File: src/rtl/instr_fetch_unit.sv
// Instruction fetch front end: owns the fetch PC, issues word fetches to InstructionMemory
// and buffers the returned words in a small tagged FIFO presented to decode via valid/ready.
module instr_fetch_unit #(
    parameter int                    ADDR_WIDTH = 32,
    parameter logic [ADDR_WIDTH-1:0] RESET_PC   = '0,
    parameter int                    FIFO_DEPTH = 4
) (
    input  logic                  clk,
    input  logic                  rst_n,
    input  logic                  fetch_en,
    output logic [ADDR_WIDTH-1:0] imem_addr,
    input  logic [31:0]           imem_instr,
    input  logic                  redirect_valid,
    input  logic [ADDR_WIDTH-1:0] redirect_pc,
    output logic                  out_valid,
    output logic [31:0]           out_instr,
    output logic [ADDR_WIDTH-1:0] out_pc,
    input  logic                  out_ready
);

    localparam int PTR_W  = $clog2(FIFO_DEPTH);
    localparam int CNT_W  = PTR_W + 1;
    localparam int CRED_W = CNT_W + 1;

    logic [ADDR_WIDTH-1:0] fetch_pc_q, fetch_pc_d;
    logic                  resp_valid_q, resp_valid_d;
    logic [ADDR_WIDTH-1:0] resp_pc_q, resp_pc_d;
    logic [CNT_W-1:0]      count_q, count_d;
    logic [PTR_W-1:0]      rd_ptr_q, rd_ptr_d;
    logic [PTR_W-1:0]      wr_ptr_q, wr_ptr_d;
    logic [31:0]           instr_buf_q [FIFO_DEPTH];
    logic [ADDR_WIDTH-1:0] pc_buf_q    [FIFO_DEPTH];

    logic [CRED_W-1:0] credit_used;
    logic              issue;
    logic              push;
    logic              pop;

    // In-flight fetches reserve a slot, so a returning word always finds room.
    assign credit_used = CRED_W'(count_q) + CRED_W'(resp_valid_q);
    assign issue       = fetch_en & ~redirect_valid & (credit_used < CRED_W'(FIFO_DEPTH));
    assign push        = resp_valid_q & ~redirect_valid;
    assign pop         = out_valid & out_ready;

    assign imem_addr = fetch_pc_q;
    assign out_valid = (count_q != '0);
    assign out_instr = instr_buf_q[rd_ptr_q];
    assign out_pc    = pc_buf_q[rd_ptr_q];

    always_comb begin
        fetch_pc_d   = fetch_pc_q;
        resp_valid_d = issue;
        resp_pc_d    = resp_pc_q;
        count_d      = count_q;
        rd_ptr_d     = rd_ptr_q;
        wr_ptr_d     = wr_ptr_q;

        if (redirect_valid) begin
            fetch_pc_d   = redirect_pc & ~ADDR_WIDTH'(3);
            resp_valid_d = 1'b0;
            count_d      = '0;
            rd_ptr_d     = '0;
            wr_ptr_d     = '0;
        end else begin
            if (issue) begin
                fetch_pc_d = fetch_pc_q + ADDR_WIDTH'(4);
                resp_pc_d  = fetch_pc_q;
            end
            if (push) begin
                wr_ptr_d = wr_ptr_q + PTR_W'(1);
            end
            if (pop) begin
                rd_ptr_d = rd_ptr_q + PTR_W'(1);
            end
            case ({push, pop})
                2'b10:   count_d = count_q + CNT_W'(1);
                2'b01:   count_d = count_q - CNT_W'(1);
                default: count_d = count_q;
            endcase
        end
    end

    always_ff @(posedge clk) begin
        if (!rst_n) begin
            fetch_pc_q   <= RESET_PC;
            resp_valid_q <= 1'b0;
            resp_pc_q    <= '0;
            count_q      <= '0;
            rd_ptr_q     <= '0;
            wr_ptr_q     <= '0;
        end else begin
            fetch_pc_q   <= fetch_pc_d;
            resp_valid_q <= resp_valid_d;
            resp_pc_q    <= resp_pc_d;
            count_q      <= count_d;
            rd_ptr_q     <= rd_ptr_d;
            wr_ptr_q     <= wr_ptr_d;
        end
    end

    // Storage is cleared on reset so the head outputs read as zero until the first capture.
    always_ff @(posedge clk) begin
        if (!rst_n) begin
            for (int i = 0; i < FIFO_DEPTH; i++) begin
                instr_buf_q[i] <= '0;
                pc_buf_q[i]    <= '0;
            end
        end else if (push) begin
            instr_buf_q[wr_ptr_q] <= imem_instr;
            pc_buf_q[wr_ptr_q]    <= resp_pc_q;
        end
    end

    assert property (@(posedge clk) disable iff (!rst_n)
        !(push && (count_q == CNT_W'(FIFO_DEPTH))));

endmodule

File: config.mk
export PLATFORM = sky130hd
export DESIGN_NAME = instr_fetch_unit
export DESIGN_NICKNAME = d
export VERILOG_FILES = /design/src/rtl/instr_fetch_unit.sv
export SDC_FILE = /design/constraint.sdc
export NUM_CORES = 1
export LEC_CHECK = 0
export BUFFER_PORTS_ARGS = -buffer_cell sky130_fd_sc_hd__buf_2
export CAP_MARGIN = 0
export CORE_MARGIN = 2
export CORE_UTILIZATION = 58
export DETAILED_ROUTE_END_ITERATION = 16
export MAX_ROUTING_LAYER = met4
export PLACE_DENSITY_LB_ADDON = 0.12
export SLEW_MARGIN = 20
export SYNTH_ARGS = -nofsm -noshare
export SYNTH_HDL_FRONTEND = slang
export SYNTH_SLANG_ARGS = --single-unit
File: constraint.sdc
create_clock -name clk -period 7.5 [get_ports clk]
set_input_delay 0.75 -clock clk [delete_from_list [all_inputs] [get_ports clk]]
set_output_delay 0.75 -clock clk [all_outputs]
set_load 0.005 [all_outputs]
==> impl_metrics.tcl, run 1 <==
set metrics [dict create \
    path_clk_slew_ps 60 \
    drv_cap 0 \
    grt_pass1_vias 8697 \
    coreArea_mm2 0.0228 \
    synth_largest_area_cell "edfxtp_1" \
    drive_above_1_share 0.238 \
    min_period_over_period 0.464 \
    path_class "reg2out" \
    vias 8894 \
    die_h_um 157 \
    rsz0062_at_grt "no" \
    grt-ovfl-total 0 \
    fmax_mhz 288 \
    min_period_ps 3480 \
    hpwlAfterDp_um 17100 \
    root_buffer "clkbuf_16" \
    first_iter_violations 704 \
    routed_wl_um 29700 \
    min_path_type "reg2reg" \
    irDropWorstVdd_uv 119 \
    grt_max_degree 63 \
    post-route-drc-count 0 \
    synth.top_cell.area_share 0.549 \
    final_cell_mix "edfxtp_1 (248), nor2_1 (208), buf_2 (159)" \
    tns_ps 0 \
    die_w_um 157 \
    insertion_delay_ps 490 \
    p_leak_nw 6.12 \
    synth_edf_count 248 \
    async_flop_share 0 \
    synth_area_leaders "edfxtp_1 (55%), dfxtp_1 (10%), mux4_2 (10%)" \
    grt_use_total 0.253 \
    utilization 0.692 \
    synth_warnings 0 \
    mostFrequentLayoutCell "edfxtp_1" \
    grt_pass1_wl_um 46300 \
    synthFlopType "edfxtp_1" \
    placement_rows 55 \
    fp.dieArea_mm2 0.0246 \
    critPathRequiredTime_ps 6750 \
    slew_headroom 0.294 \
    viasPerCell 5.66 \
    finClkSkew_ps 7.44 \
    antenna_found_initial 1 \
    drt_pass1_iterations 4 \
    cp_slowest_cell "dfxtp_4" \
    finalSetupViolations 0 \
    gp_congestion 0.877 \
    postCtsSetupBuffers 0 \
    cts_tree "yes" \
    synthCells 1094 \
    routedWlPerCell_um 18.9 \
    synth.distinct_cells 51 \
    numCtsBuffers 34 \
    endpoint_kind "output port" \
    cp.arrival_ps 2730 \
    ant_nets 0 \
    max_stage_delay_ps 760 \
    hold_viol_final 0 \
    path_cells "buf_4 -> mux4_2 -> buf_2" \
    report.final.slew_viol_count 0 \
    netlist_area_mm2 0.0136 \
    clock-sinks 318 \
    fin_nets 1305 \
    crit_path_start_kind "flip-flop" \
    post_cts_resized 0 \
    outcome "finished, final reports clean" \
    worst_pin_slew_ps 1050 \
    synth_seq_cells 318 \
    syn-mean-instance-area_um2 12.4 \
    clock_path_buffers 3 \
    crit_fanout 35 \
    ys_seq_area_frac 0.653 \
    cts_hold_buffers 0 \
    area_growth_pct 16.3 \
    start_util 0.595 \
    io_buffers 159 \
    power.density_mw_per_mm2 245 \
    ctsHtreeMaxLevel 2 \
    io_pins 166 \
]
-- where the power goes --
part | leakage (nW) | internal, mW | switching (mW)
Clock | 0.562 | 1.04 | 0.636
Combinational | 2.42 | 0.0740 | 0.110
Sequential | 3.13 | 1.96 | 0.0410
Total | 6.12 | 3.08 | 0.787
-- metrics by stage --
stage	power (mW)	std cells	hold slack, ps	worst slack [ps]	cell area, um^2
3_5_place_dp	2.23	1510	447	4070	14600
5_1_grt	3.98	1572	471	3800	15800
2_1_floorplan	2.14	1097	437	1340	13600
3_3_place_gp	2.22	1510	442	4070	14600
6_report	3.86	1572	454	4020	15800
4_1_cts	3.89	1571	456	3920	15800
-- metal layers --
metal	global-route usage	up-vias	part of all wire
met5	-	-	0
met4	0.0564	0	0.016
met3	0.0366	41	0.074
met2	0.417	341	0.49
met1	0.340	4312	0.42
li1	-	4200	-
-- worst max-delay path, delay by kind of cell, from the launching register on --
| family | cells | cell delay, ps |
|---|---|---|
| flops | 1 | 760 |
| mux | 1 | 600 |
| buf+inv | 2 | 860 |
-- cell type report --
type                    count  area (um^2)
well taps                 313          392
diodes                      1         2.50
fillers                  1692         7010
flip-flops and latches    318         8860
clock buffers              53         1060
repair buffers            173          901
clock inverters             8         85.1
inverters                  72          270
multi-input cells         634         4200
-- cells by family after synthesis --
logic type	synth area share
AO/OA/AOI/OAI	0.0500
other	0.000277
AND/OR/NAND/NOR	0.140
adder cells (fa/ha/maj)	0.00332
multiplexers	0.103
XOR/XNOR	0.00840
flip-flops	0.653
buffers and inverters	0.0429
-- cell usage after synthesis, types with 2 or more instances --
library cell  number
or4_1              9
nand3_1           18
a21oi_1           40
mux4_2            62
and3_1             8
buf_4              4
or3b_2             2
and4_1             5
o21ai_0           28
or3_1              6
nor4_1             7
a211oi_1           5
o311ai_0           2
inv_1             72
nand4_1            9
and2_1             2
o31ai_1            8
nor4b_1            2
clkbuf_1          60
ha_1               2
xnor2_1            7
nor3_1            10
a31oi_1           10
a311oi_1           4
buf_6              2
nand2b_1           4
a41oi_1            3
dfxtp_1           70
buf_2              6
edfxtp_1         248
or2_2              2
o211ai_1           2
nor2_1           210
o41ai_1            2
nor2b_1            2
xor2_1             6
nand2_1          141
-- final timing paths --
check / start / to / slack (ps) / cells past startpoint
worst max-delay path: flip-flop / out_pc[19] / 4020 / 3
worst max register to register: resp_valid_q / instr_buf_q[1][23] / 4770 / 3
worst min-delay path: resp_pc_q[4] / resp_pc_q[4] / 450 / 2
worst min register to register: resp_pc_q[4] / resp_pc_q[4] / 450 / 2
-- flip-flops by register name, summed over array words and instances, names as in the netlist, named ones only --
name,cells
instr_buf_q,128
pc_buf_q,120
imem_addr,30
resp_pc_q,30
count_q,3
rd_ptr_q,2
wr_ptr_q,2
resp_valid_q,1
Power figures use the tool's default switching activity.
==> inputs of run 2 (changes only) <==
==> constraint.sdc (replaced) <==
create_clock -name clk -period 3.2 [get_ports clk]
set_input_delay 0.32 -clock clk [delete_from_list [all_inputs] [get_ports clk]]
set_output_delay 0.32 -clock clk [all_outputs]
set_load 0.005 [all_outputs]
==> run 2 against run 1 <==
Clock-buffer cell count is 5 lower. Setup slack worse by 3400 ps. Non-clock buffer count is 13 higher. Global-route usage is 0.30 points lower. Cell area is 0.25% higher. Largest power group unchanged. Highest routed layer unchanged. Routed wire length is 1.3% lower. Cell count is 0.64% higher. Flip-flop and latch count stayed put. Hold slack worse by 370 ps. Power is 130% higher.
==> impl_metrics.tcl, run 2 (synthesis gave the netlist of run 1 again) <==
set metrics [dict create \
    outcome "finished, final reports clean" \
    largest_reg_flops 128 \
    rsz0062_at_grt "no" \
    final_cell_mix "edfxtp_1 (248), nor2_1 (208), buf_2 (159)" \
    grt_max_degree 63 \
    mostFrequentLayoutCell "edfxtp_1" \
    grt_pass1_wl_um 45700 \
    coreArea_mm2 0.0228 \
    drive_above_1_share 0.241 \
    drv_cap 0 \
    die_w_um 157 \
    routedWlPerCell_um 18.6 \
    hold_viol_final 0 \
    min_path_type "in2reg" \
    path_clk_slew_ps 60 \
    die_h_um 157 \
    ant_nets 0 \
    io_buffers 159 \
    root_buffer "clkbuf_16" \
    drt_pass1_iterations 5 \
    slew_headroom 0.442 \
    fmax_mhz 383 \
    insertion_delay_ps 500 \
    routed_wl_um 29400 \
    finClkSkew_ps 13.2 \
    placement_rows 55 \
    grt_use_total 0.250 \
    clock_path_buffers 3 \
    post-route-drc-count 0 \
    crit_fanout 30 \
    finalSetupViolations 0 \
    finalNonFillerCells 1582 \
    crit_path_start_kind "flip-flop" \
    min_period_over_period 0.815 \
    post_cts_resized 0 \
    placed_cells 1523 \
    worst_pin_slew_ps 836 \
    n_fill_cell 1660 \
    fp.dieArea_mm2 0.0246 \
    tns_ps 0 \
    critPathRequiredTime_ps 2880 \
    reg2reg_setup_slack_ps 900 \
    report.final.slew_viol_count 0 \
    grt_pass1_vias 8636 \
    cts_tree "yes" \
    regMostFlops "instr_buf_q" \
    fin_area_mm2 0.0158 \
    antenna_found_initial 0 \
    power.density_mw_per_mm2 553 \
    start_util 0.595 \
    cts_hold_buffers 0 \
    numCtsBuffers 34 \
    fin_nets 1318 \
    p_leak_nw 6.14 \
    holdWs_ps 86.4 \
    first_iter_violations 792 \
    diodes 0 \
    hp-start "redirect_pc[12]" \
    gp_congestion 0.883 \
    clock-sinks 318 \
    area_growth_pct 16.6 \
    ctsHtreeMaxLevel 2 \
    reg2reg_from "resp_valid_q" \
    irDropWorstVdd_uv 294 \
    viasPerCell 5.66 \
    cp.arrival_ps 2290 \
    vias 8948 \
    io_pins 166 \
    path_class "reg2out" \
    hpwlAfterDp_um 17900 \
    min_period_ps 2610 \
    utilization 0.694 \
    postCtsSetupBuffers 0 \
    largestRegisters "instr_buf_q x128, pc_buf_q x120" \
    detailed_place.area_mm2 0.0148 \
    endpoint_kind "output port" \
    grt-ovfl-total 0 \
]
==> run 2: routing by layer <==
| metal | GRT usage | vias to the layer above | routed length (um) |
|---|---|---|---|
| li1 | - | 4224 | - |
| met1 | 0.347 | 4298 | 12500 |
| met2 | 0.397 | 377 | 14200 |
| met3 | 0.0347 | 49 | 2060 |
| met4 | 0.0668 | 0 | 550 |
| met5 | - | - | 0 |
==> run 2: final timing paths <==
check                                endpoint  cells past startpoint
worst max-delay path            out_instr[22]                      3
worst min-delay path            imem_addr[12]                      2
worst max register to register     count_q[2]                      7
worst min register to register   resp_pc_q[4]                      2
==> run 2: per-stage QoR <==
| step | total power [mW] | worst slack [ps] |
|---|---|---|
| floorplan | 5.01 | -872 |
| finish | 8.74 | 592 |
| global route | 9.00 | 450 |
| detailed placement | 5.23 | 875 |
| CTS | 8.79 | 538 |
| global placement | 5.22 | 888 |
==> run 2: layout make-up <==
cell class | instances | area (um^2) | share of cell area
sequential | 318 | 8860 | 0.560
multi-input combinational | 634 | 4200 | 0.266
timing repair buffer | 186 | 1090 | 0.0687
clock buffer | 48 | 925 | 0.0585
tap | 313 | 392 | 0.0248
inverter | 72 | 270 | 0.0171
clock inverter | 11 | 78.8 | 0.00499
==> run 2: power by group <==
group | switching [mW] | total, mW | internal, mW
clock network | 1.50 | 3.60 | 2.09
logic | 0.259 | 0.450 | 0.191
registers | 0.0943 | 4.69 | 4.60
total | 1.86 | 8.74 | 6.88
==> run 2: worst max-delay path: stages (launching register included) <==
cell	delay (ps)
dfxtp_4	760
buf_4	330
mux4_2	540
buf_2	150
